<file path="config.mk">
export PLATFORM = sky130hd
export DESIGN_NAME = microsequencer
export DESIGN_NICKNAME = d
export VERILOG_FILES = /design/src/rtl/microsequencer.sv
export SDC_FILE = /design/constraint.sdc
export NUM_CORES = 1
export LEC_CHECK = 0
export ABC_AREA = 1
export BUFFER_PORTS_ARGS = -buffer_cell sky130_fd_sc_hd__buf_2
export CORE_ASPECT_RATIO = 1.75
export CORE_MARGIN = 10
export CORE_UTILIZATION = 45
export CTS_BUF_LIST = sky130_fd_sc_hd__clkbuf_8 sky130_fd_sc_hd__clkbuf_16
export DETAILED_ROUTE_END_ITERATION = 10
export PLACE_DENSITY = 0.66
export SETUP_SLACK_MARGIN = 0.15
export SYNTH_ARGS = -nofsm -noshare
export SYNTH_HDL_FRONTEND = slang
export SYNTH_SLANG_ARGS = --single-unit
</file>
<file path="constraint.sdc">
create_clock -name clk -period 3.8 [get_ports clk]
set_clock_uncertainty 0.05 [all_clocks]
set_input_delay 0.38 -clock clk [delete_from_list [all_inputs] [get_ports clk]]
set_output_delay 0.38 -clock clk [all_outputs]
set_load 0.1 [all_outputs]
</file>
<file path="src/rtl/microsequencer.sv">
// Next-state sequencer for the multicycle MIPS control unit: holds the microcode
// ROM address, dispatches on opcode, stalls on memory, traps illegal opcodes.
module microsequencer #(
   parameter int CNT_W = 16
) (
   input  logic             clk,
   input  logic             reset,
   input  logic [5:0]       opcode,
   input  logic [1:0]       addrctl,
   input  logic             mem_ready,
   output logic [3:0]       state,
   output logic             illegal,
   output logic [CNT_W-1:0] instr_count
);

   typedef enum logic [3:0] {
      FETCH   = 4'd0,
      DECODE  = 4'd1,
      MEMADR  = 4'd2,
      MEMRD   = 4'd3,
      MEMWB   = 4'd4,
      MEMWR   = 4'd5,
      RTYPEEX = 4'd6,
      RTYPEWB = 4'd7,
      BEQEX   = 4'd8,
      JEX     = 4'd9,
      HALT    = 4'd10
   } state_t;

   localparam logic [5:0] OP_RTYPE = 6'b000000;
   localparam logic [5:0] OP_LW    = 6'b100011;
   localparam logic [5:0] OP_SW    = 6'b101011;
   localparam logic [5:0] OP_BEQ   = 6'b000100;
   localparam logic [5:0] OP_J     = 6'b000010;

   localparam logic [1:0] AC_FETCH = 2'b00;
   localparam logic [1:0] AC_DISP1 = 2'b01;
   localparam logic [1:0] AC_DISP2 = 2'b10;
   localparam logic [1:0] AC_SEQ   = 2'b11;

   state_t cur, nxt;
   logic   stall, retire;

   assign state = cur;

   always_comb begin
      nxt   = cur;
      stall = ((cur == FETCH) || (cur == MEMRD) || (cur == MEMWR)) && !mem_ready;
      // HALT and the unused codes 11-15 all sink into HALT
      if (cur >= HALT) begin
         nxt = HALT;
      end else if (stall) begin
         nxt = cur;
      end else begin
         case (addrctl)
            AC_FETCH: nxt = FETCH;
            AC_SEQ:   nxt = state_t'(cur + 4'd1);
            AC_DISP1: begin
               case (opcode)
                  OP_RTYPE: nxt = RTYPEEX;
                  OP_LW:    nxt = MEMADR;
                  OP_SW:    nxt = MEMADR;
                  OP_BEQ:   nxt = BEQEX;
                  OP_J:     nxt = JEX;
                  default:  nxt = HALT;
               endcase
            end
            AC_DISP2: begin
               case (opcode)
                  OP_LW:   nxt = MEMRD;
                  OP_SW:   nxt = MEMWR;
                  default: nxt = HALT;
               endcase
            end
            default: nxt = HALT;
         endcase
      end
      retire = (cur != FETCH) && (nxt == FETCH);
   end

   always_ff @(posedge clk or posedge reset) begin
      if (reset) begin
         cur         <= FETCH;
         illegal     <= 1'b0;
         instr_count <= '0;
      end else begin
         cur <= nxt;
         if (nxt == HALT)
            illegal <= 1'b1;
         if (retire)
            instr_count <= instr_count + CNT_W'(1);
      end
   end

endmodule
</file>
======== Yosys cells after proc, flatten, opt, wreduce, memory -nomap -nowiden ========
Index checks and enable logic that the tools add are counted.
word-level totals
  word-level logic and storage cells ...... 32
  memories ................................ 0
  bits of input ports ..................... 11
  ROM bits ................................ 0
  bits in writable memories ............... 0
  bits in latches ......................... 0
  flip-flop bits (word level) ............. 21
  output and inout bits ................... 21
cells by class
  mux-type cells .......................... 5
  multiply operators ...................... 0
  bitwise logic cells ..................... 0
  divide/modulo/power cells ............... 0
  equal/unequal tests ..................... 10
  order comparisons ....................... 1
  add/subtract/negate cells ............... 2
  shift-type cells ........................ 0
  reduce and logical (&&, ||, !) cells .... 11
operator list
  kind                     number
  $pmux W4 S4              2
  $add A16 B1 Y16 const B  1
  $eq A6 B6 Y1 const B     2
  $logic_not A4 Y1         2
  $mux W4                  2
  $pmux W4 S2              1
  $eq A6 B2 Y1 const B     1
  $eq A6 B3 Y1 const B     1
  $logic_not A6 Y1         1
  $add A4 B1 Y4 const B    1
  $eq A2 B2 Y1 const B     2
  $eq A4 B2 Y1 const B     1
  $eq A4 B3 Y1 const B     1
  $eq A4 B4 Y1 const B     1
  $ge A4 B4 Y1 const B     1
  $reduce_bool A4 Y1       1
  $eq A2 B1 Y1 const B     1
  $logic_and A1 B1 Y1      2
  $logic_not A2 Y1         1
  $logic_or A1 B1 Y1       2
  $reduce_or A2 Y1         1
  $logic_not A1 Y1         1

======== Longest topological paths before layout ========
Gate-level depths: netlist of the first run.
  depth in word-level cells ............... 8
  depth in mapped cells ................... 13
  mapped depth without buffers ............ 12

======== Worst setup path after synthesis of the first run ========
No wires, ideal clock.
  path kind ............................... register to register
  start ................................... reg cur[0], in the netlist state[0]
  end ..................................... reg instr_count[2]
  arrival ................................. 2.570 ns
  path buffers ............................ 1
  stages on the path, launching flop included .. 10
  slack ................................... 1.058 ns
  clock period less this slack ............ 2.742 ns
  setup time .............................. 0.123 ns
  data required time ...................... 3.627 ns
  path through ............................ dfrtp_1 > inv_1 > ha_1 > o31ai_4 > nand3_1 > nor2_8 > nand2_4 > buf_6 > nand2_1 > nand2_1
on the way
  word-level cells in the longest chain between the ends .. 8
  elaborated cells on any way between the ends .. 14
  those cells by class .................... 1 x add/sub; 1 x order compare; 2 x eq/ne; 3 x mux; 7 x reduce/logical
RTL lines
  what                                                   RTL line  source
  from (decl)                                            41        state_t cur, nxt;
  from (signal assigned)                                 87        cur <= nxt;
  branches (longest 7 deep; another with $add A4 B1 Y4)  --
  $logic_and A1 B1 Y1 (*)                                78        retire = (cur != FETCH) && (nxt == FETCH);
  to (signal assigned)                                   91        instr_count <= instr_count + CNT_W'(1);
  to (decl)                                              13        output logic [CNT_W-1:0] instr_count
Every way passes the cells marked *.
A chain may end at the register's enable or synchronous reset.

======== Final worst setup path of the first run ========
  start ................................... reg cur[1], in the netlist state[1]
  end ..................................... reg instr_count[1]
Same word-level chain as after synthesis.

==> metrics.txt, run 1 <==
GRT Residual Overflow 0; CP arrival 2450 ps; Worst Reg-to-Reg Cells 9; Bufs and invs on worst path 0; slowest CP cell dfrtp_1; type of the most critical hold path input pin to asynchronous set/reset pin; Clk pin slew, worst setup/hold paths 70 ps; Syn Std Cell Area roughly 0.0015 mm2; period utilization 0.620; vias per inst 5.09; Initial Utilization 0.459; Yosys reg bits 21; area growth from synthesis to layout 14.7%; I/O Pins 32; max-cap check violation count 0; CTS Root Buffer Type clkbuf_8; DRT iter0 DRCs 56; crit path capture type register; met2 wire len around 2.1 mm; syn avg cell area 7.28 um2; CP peak stage delay 480 ps; CORE AREA 0.00336 mm2; ys async rst share 1.00; Worst-Skew Late Latency 260 ps; cell count after synthesis 212; Slew @ Worst Pin 816 ps; total negative setup slack 0 ps; Post-synth top cells 65 x nand2_1, 41 x nand3_1, 23 x nor2_1, 21 x dfrtp_1, 20 x inv_1; sequential area share after synthesis 0.340; routed wire length between 3 and 4 mm; Top delay family on crit path simple AND/OR/NAND/NOR gates; Post-Route M1 WL 1.43 mm; syn_nets roughly 230; Final HPWL DP 3.07 mm; max_slew headroom 0.456; RSZ-0062 raised after global routing no; DR WL met3 217 um; initial antenna violation count 0; Fin. Hold Viols 0; Port Buf Inserts 31; die area 0.00627 mm2; FF-to-FF End instr_count[1]; VDD IR max roughly 0.22 mV; ANT nets after route 0; vias 1470; Total GRT Usage 0.124; Synth cell types 22; final net count 261; drt drc 0; Worst R2R Start state[1]; post-CTS setup buffer count 0; kind of critical path register to register; max frequency 0.425 GHz; Die Width 64.3 um; CP required roughly 4000 ps; area leader, netlist dfrtp_1; Non-Filler Instances 289; placed cell areas around 0.0017 mm2; worst path cell trace ha_1 -> or2_1 -> or2_4 -> nand3_1 -> nand2_1 -> o21ai_4 -> nand2_4 -> nand2_1 -> nand2_1; CTS Buf Count 3; placed insts 285; H-tree depth 1; Max Slew Vio Count 0; ant diodes 0; post-CTS resize count 0; top-count cell post-synth nand2_1; CTS Sinks 21; first-pass GRT wire length around 6.5 mm; # rows 28; hold buffer count at CTS 0; largest cells by area after synthesis dfrtp_1 34%, nand2_1 16%, nand3_1 13%, nor2_1 5.6%, inv_1 4.9%; Leakage 0.992 nW; FILL cells 365; largest net degree at the start of global routing 22; startpoint types register; design area roughly 0.0018 mm2; drt wl/cell 13.4 um; fraction of layout cells with a size suffix above 1 0.180; number of flops mapped to enable cells by yosys 0; CTS tree built; crit-path most repeated cell nand2_1; ys flop type dfrtp_1; R2R Setup Slk about 1400 ps; Die H 97.5 um; Clock Path Buffers 2; status finished, final reports clean; # setup viols final 0; worst-path fanout max 18; gpl congestion 0.849; vias in the first global route 1481; Ys Warns 0; post-synth top area share 0.340; Tmin final 2360 ps; uppermost layer routed met4; final core occ 0.526; Power Dens Cells between 200 and 250 mW/mm2; 1st-pass router iterations 4
[layout make-up]
cell class              count  area, um2  area share
clock buffers               3       41.3      0.0233
clock inverters             1       3.75     0.00212
inverters                  21       78.8      0.0445
multi-input cells         167        910       0.514
flip-flops and latches     21        526       0.297
well taps                  45       56.3      0.0318
repair buffers             31        155      0.0876
[placed cells by master, fill, tap and decap left out]
cell / synthesis / layout
buf_2: 0 / 31
xnor2_1: 8 / 8
dfrtp_1: 21 / 21
nand3_1: 41 / 41
or2_4: 1 / 1
nand2_4: 3 / 3
ha_1: 5 / 5
or2_1: 1 / 1
nor2_8: 1 / 1
inv_2: 1 / 1
o21ai_4: 1 / 1
o31ai_4: 1 / 1
a21boi_0: 2 / 2
inv_1: 20 / 21
nor2_1: 23 / 23
o21ai_2: 1 / 1
nand2_1: 65 / 65
xor2_1: 6 / 6
clkbuf_8: 0 / 3
nor3_4: 1 / 1
nand4_1: 6 / 6
nor3_1: 1 / 1
[power by group]
part	internal (mW)	switching, mW
sequential	0.223	0
clock	0.0719	0.0693
combinational	0.00852	0.0195
total	0.304	0.0888
[metal layers]
layer / track usage / vias up
li1: - / 747
met3: 0.0358 / 11
met2: 0.227 / 34
met4: 0.0513 / 0
met5: 0 / -
met1: 0.123 / 678
[worst register-to-register path: stages (launching register included)]
cell and delay [ps]:
dfrtp_1 480, ha_1 230, or2_1 240, or2_4 250
nand3_1 90, nand2_1 90, o21ai_4 430, nand2_4 230
nand2_1 110, nand2_1 60
[metrics by stage]
stage	total power [mW]	worst slack [ps]	hold slack (ps)
global route	0.411	1280	290
global placement	0.255	1480	395
finish	0.393	1440	221
floorplan	0.244	1060	307
detailed placement	0.256	1470	405
CTS	0.399	1450	244
[worst max path at each step]
stage | start | endpoint | slack, ps | depth (start not counted)
2_1_floorplan | state[0] | instr_count[2] | 1060 | 9
3_5_place_dp | state[1] | instr_count[1] | 1470 | 9
3_3_place_gp | state[0] | instr_count[11] | 1480 | 9
6_report | state[1] | instr_count[1] | 1440 | 9
5_1_grt | state[1] | instr_count[14] | 1280 | 11
4_1_cts | state[1] | instr_count[1] | 1450 | 9
[logic make-up after synthesis]
kind of cell	Yosys count	share of synthesized area
DFF	21	0.340
and+or+nand+nor	143	0.430
xor gates and xnor gates	14	0.0794
AOI/OAI and AO/OA	5	0.0397
buffers and inverters	24	0.0705
adders and majority gates	5	0.0405
[sequential cells by signal (all words and copies together), names as in the netlist]
| register | flops |
|---|---|
| state | 4 |
| instr_count | 16 |
| illegal | 1 |
No activity file was read; power rests on OpenSTA's default activity.
==> run 2: changes to the inputs <==
- PLACE_DENSITY: 0.66 -> 0.68
- clock period: 3.8 -> 1.9 ns (I/O delays scaled with it)
==> metrics.txt, run 2 (same netlist as run 1, synthesis figures left out) <==
Die H 97.5 um (unchanged); slowest CP cell dfrtp_4 (was dfrtp_1); Port Buf Inserts 31 (unchanged); final net count 286 (was 261); # rows 28 (unchanged); vias per inst 5.08 (was 5.09); I/O Pins 32 (unchanged); max_slew headroom 0.567 (was 0.456); status finished, violations left (was finished, final reports clean); FILL cells 308 (was 365); first-pass GRT wire length 7.23 mm (was 6.51 mm); most common library cell in the layout ignoring fill and taps nand2_1 (unchanged); Clk pin slew, worst setup/hold paths 80 ps (was 70 ps); CTS tree built (unchanged); worst-path fanout max 8 (was 18); most flop-heavy register instr_count (unchanged); Total GRT Usage 0.137 (was 0.124); max reg flops 16 (unchanged); 1st-pass router iterations 5 (was 4); routed wire length 4.27 mm (was 3.86 mm); crit path capture type register (unchanged); ant diodes 0 (unchanged); most frequent cells in the layout 57 x nand2_1, 31 x nand3_1, 31 x buf_2 (was 65 x nand2_1, 41 x nand3_1, 31 x buf_2); Slew @ Worst Pin 649 ps (was 816 ps); GRT Residual Overflow 0 (unchanged); RSZ-0062 raised after global routing yes (was no); Worst-Skew Late Latency 260 ps (about the same); vias in the first global route 1685 (was 1481); Power Dens Cells 381 mW/mm2 (was 222 mW/mm2); # setup viols final 17 (was 0); max-cap check violation count 0 (unchanged); fraction of layout cells with a size suffix above 1 0.349 (was 0.180); Die Width 64.3 um (unchanged); area growth from synthesis to layout 35.9% (was 14.7%); max frequency 0.491 GHz (was 0.425 GHz); startpoint types register (unchanged); drt wl/cell 13.6 um (was 13.4 um); final core occ 0.624 (was 0.526); DRT iter0 DRCs 57 (was 56); Leakage 1.13 nW (was 0.992 nW); CORE AREA 0.00336 mm2 (unchanged); CTS Root Buffer Type clkbuf_8 (unchanged); Fin. Hold Viols 0 (unchanged); vias 1594 (was 1470); Max Slew Vio Count 0 (unchanged); Clock Path Buffers 2 (unchanged); largest net degree at the start of global routing 18 (was 22); CTS Sinks 21 (unchanged); worst hold slack 332 ps (was 221 ps); initial antenna violation count 0 (unchanged); fin worst setup slack -135 ps (was 1440 ps); CP peak stage delay 510 ps (was 480 ps); kind of critical path register to register (unchanged); ANT nets after route 0 (unchanged); H-tree depth 1 (unchanged); CTS Buf Count 3 (unchanged); Initial Utilization 0.459 (unchanged); Final HPWL DP 3.18 mm (was 3.07 mm); Tmin final 2040 ps (was 2360 ps); die area 0.00627 mm2 (unchanged); CP arrival 2140 ps (was 2450 ps); VDD IR max 0.396 mV (was 0.224 mV); worst path cell trace buf_4 -> ha_2 -> nor2_2 -> nor3_4 -> buf_4 -> nand2_2 -> nand2_2 -> o21ai_4 -> buf_12 -> nand2_4 -> nand2_1 -> nand2_1 (was ha_1 -> or2_1 -> or2_4 -> nand3_1 -> nand2_1 -> o21ai_4 -> nand2_4 -> nand2_1 -> nand2_1); period utilization 1.07 (was 0.620); violated checks negative setup slack; drt drc 0 (unchanged); total power 0.799 mW (was 0.393 mW); type of the most critical hold path input pin to register (was input pin to asynchronous set/reset pin); CP required 2010 ps (was 3900 ps); gpl congestion 0.895 (was 0.849)
run 2: cell count changes in the layout (fill, tap and decap cells not counted), sizes merged:
cell	delta
clkinv	+1
dlygate4sd3	+1
buf	+23
nand2	+1
inv	-1
run 2: report_power, final:
group	internal, mW	switching [mW]	total [mW]
registers	0.446	0	0.446
clock network	0.146	0.144	0.290
logic	0.0228	0.0391	0.0619
total	0.615	0.183	0.799
run 2: cell type report:
class                           count  area [um2]  area share
Inverter                           21        78.8      0.0376
Multi-Input combinational cell    168        1010       0.481
Tap cell                           45        56.3      0.0268
Clock inverter                      1        5.00     0.00239
Sequential cell                    21         536       0.255
Timing Repair Buffer               55         373       0.178
Clock buffer                        3        41.3      0.0197
run 2: repair_timing:
| item | in CTS | in global routing |
|---|---|---|
| hold buffers | 1 | 0 |
| gates cloned | 2 | 0 |
| endpoints found under the setup margin | 17 | 21 |
| pin swaps | 9 | 11 |
| endpoints found under the hold margin | 16 | 0 |
| resized for setup | 14 | 11 |
| setup buffers | 4 | 1 |
run 2: through the flow:
| step | std cells | setup WS, ps | cell area (um2) | TNS [ps] |
|---|---|---|---|---|
| floorplan | 212 | -320 | 1580 | -4580 |
| global placement | 302 | -67.0 | 1890 | -898 |
| detailed placement | 302 | -102 | 1890 | -1450 |
| CTS | 313 | -119 | 2050 | -1880 |
| global route | 314 | -220 | 2100 | -3500 |
| finish | 314 | -135 | 2100 | -1990 |
run 2: critical path, delay by kind of cell, from the launching register on:
family,cells,cell delay (ps)
simple gates,7,570
compound gates,1,170
fa+ha+maj,1,180
buf+inv,3,440
flops,1,510
run 2: per-layer routing:
metal  vias up  global-route usage  wire (um)
met5         -                   0          0
met4         0              0.0530         88
met3         9              0.0323        229
met2        46               0.274       2460
met1       743               0.122       1490
li1        796                   -          -
run 2: path summary, 6_finish.rpt:
check,from,end,slack (ps),depth (start not counted)
max reg2reg,state[0],instr_count[1],-140,12
max in group asynchronous,reset,instr_count[13],760,4
min reg2reg,illegal,illegal,420,2
min,mem_ready,state[2],330,5
max,state[0],instr_count[1],-140,12
min in group asynchronous,reset,state[1],510,3
==> run 3: changes to the inputs <==
- CORE_UTILIZATION: 45 -> 48
- PLACE_DENSITY: 0.68 -> 0.69
- RECOVER_POWER: unset -> 25
- clock period: 1.9 -> 2.6 ns (I/O delays scaled with it)
==> metrics.txt, run 3 (same netlist as run 1, synthesis figures left out) <==
Port Buf Inserts 31 (unchanged); largest net degree at the start of global routing 22 (was 18); worst-path fanout max 17 (was 8); max reg flops 16 (unchanged); Final HPWL DP 3.04 mm (was 3.18 mm); area growth from synthesis to layout 15.2% (was 35.9%); Clock Path Buffers 2 (unchanged); Total GRT Usage 0.133 (was 0.137); H-tree depth 1 (unchanged); Worst R2R Start state[1] (was state[0]); Bufs and invs on worst path 1 (was 3); Power Dens Cells 326 mW/mm2 (was 381 mW/mm2); die area 0.00597 mm2 (was 0.00627 mm2); ANT nets after route 0 (unchanged); fraction of layout cells with a size suffix above 1 0.192 (was 0.349); hold buffer count at CTS 0 (was 1); DRT iter0 DRCs 47 (was 57); RSZ-0062 raised after global routing no (was yes); Setup WS pre-CTS 378 ps (was -102 ps); VDD IR max 0.226 mV (was 0.396 mV); worst setup path end instr_count[11] (was instr_count[1]); fin worst setup slack 380 ps (was -135 ps); slowest CP cell dfrtp_2 (was dfrtp_4); Max Slew Vio Count 0 (unchanged); routed wire length 3.83 mm (was 4.27 mm); drt wl/cell 13.3 um (was 13.6 um); vias per inst 5.04 (was 5.08); CP startpoint state[1] (was state[0]); CTS Buf Count 3 (unchanged); FF-to-FF End instr_count[11] (was instr_count[1]); # rows 27 (was 28); Die Width 62.9 um (was 64.3 um); Worst-Skew Late Latency 260 ps (about the same); Initial Utilization 0.497 (was 0.459); CP required 2710 ps (was 2010 ps); Slew @ Worst Pin 816 ps (was 649 ps); # setup viols final 0 (was 17); max-cap check violation count 0 (unchanged); CTS tree built (unchanged); Worst Reg-to-Reg Cells 11 (was 12); crit path capture type register (unchanged); CTS Sinks 21 (unchanged); worst path cell trace ha_1 -> or2_1 -> or2_4 -> nand2_4 -> o21ai_2 -> inv_2 -> nand2_4 -> nor2_8 -> nand2_4 -> nand2_1 -> nand2_1 (was buf_4 -> ha_2 -> nor2_2 -> nor3_4 -> buf_4 -> nand2_2 -> nand2_2 -> o21ai_4 -> buf_12 -> nand2_4 -> nand2_1 -> nand2_1); 1st-pass router iterations 4 (was 5); drt drc 0 (unchanged); kind of critical path register to register (unchanged); GRT Residual Overflow 0 (unchanged); gpl congestion 0.822 (was 0.895); R2R Setup Slk 380 ps (was -140 ps); crit-path most repeated cell nand2_4; Clk pin slew, worst setup/hold paths 80 ps (about the same); Leakage 0.995 nW (was 1.13 nW); Crit. path cell count 11 (was 12); max_slew headroom 0.456 (was 0.567); initial antenna violation count 0 (unchanged); Tmin final 2220 ps (was 2040 ps); total negative setup slack 0 ps (was -1990 ps); post-CTS resize count 0 (was 14); vias 1452 (was 1594); most frequent cells in the layout 65 x nand2_1, 41 x nand3_1, 31 x buf_2 (was 57 x nand2_1, 31 x nand3_1, 31 x buf_2); worst hold slack 88.6 ps (was 332 ps); ant diodes 0 (unchanged); CTS Root Buffer Type clkbuf_8 (unchanged); max frequency 0.451 GHz (was 0.491 GHz); Fin. Hold Viols 0 (unchanged); CORE AREA 0.00311 mm2 (was 0.00336 mm2); Top delay family on crit path simple AND/OR/NAND/NOR gates (unchanged); I/O Pins 32 (unchanged); vias in the first global route 1502 (was 1685); status finished, final reports clean (was finished, violations left); post-CTS setup buffer count 0 (was 4); final core occ 0.572 (was 0.624); Die H 95.0 um (was 97.5 um); most flop-heavy register instr_count (unchanged); most common library cell in the layout ignoring fill and taps nand2_1 (unchanged); type of the most critical hold path input pin to asynchronous set/reset pin (was input pin to register); final net count 262 (was 286); period utilization 0.854 (was 1.07); CP arrival 2330 ps (was 2140 ps); first-pass GRT wire length 6.56 mm (was 7.23 mm); startpoint types register (unchanged); CP peak stage delay 470 ps (was 510 ps)
## run 3: cell count changes in the layout (fill, tap and decap cells not counted), sizes merged
cell,previous run,this run
inv,21,22
buf,54,32
clkinv,1,0
dlygate4sd3,1,0
nand2,69,68
## run 3: stage by stage
step           power, mW  std cells  cell area [um2]
2_1_floorplan      0.356        212             1550
3_3_place_gp       0.373        284             1730
3_5_place_dp       0.373        284             1730
4_1_cts            0.582        288             1780
5_1_grt            0.595        288             1780
6_report           0.579        288             1780
## run 3: worst min-delay path by stage
stage                  from         endpoint  slack [ps]
floorplan             reset          illegal         190
global placement    illegal          illegal         390
detailed placement  illegal          illegal         400
CTS                   reset  instr_count[10]         130
global route          reset          illegal         160
finish                reset          illegal          90
## run 3: layout make-up
cell class | count | area, um2
clock buffer | 3 | 41.3
clock inverter | 1 | 3.75
fill | 323 | 1330
inverter | 21 | 78.8
multi-input combinational | 167 | 910
sequential | 21 | 528
tap | 43 | 53.8
timing repair buffer | 32 | 163
## run 3: where the power goes
| part | total, mW | leakage (nW) | internal, mW | switching (mW) |
|---|---|---|---|---|
| Clock | 0.213 | 0.0269 | 0.105 | 0.108 |
| Sequential | 0.326 | 0.276 | 0.326 | 0 |
| Combinational | 0.0396 | 0.692 | 0.0124 | 0.0271 |
| Total | 0.579 | 0.995 | 0.444 | 0.135 |
## run 3: routing by layer
layer	GRT usage	vias up	part of all wire
li1	-	748	-
met1	0.132	664	0.38
met2	0.249	31	0.54
met3	0.0305	9	0.048
met4	0.0712	0	0.026
met5	0	-	0
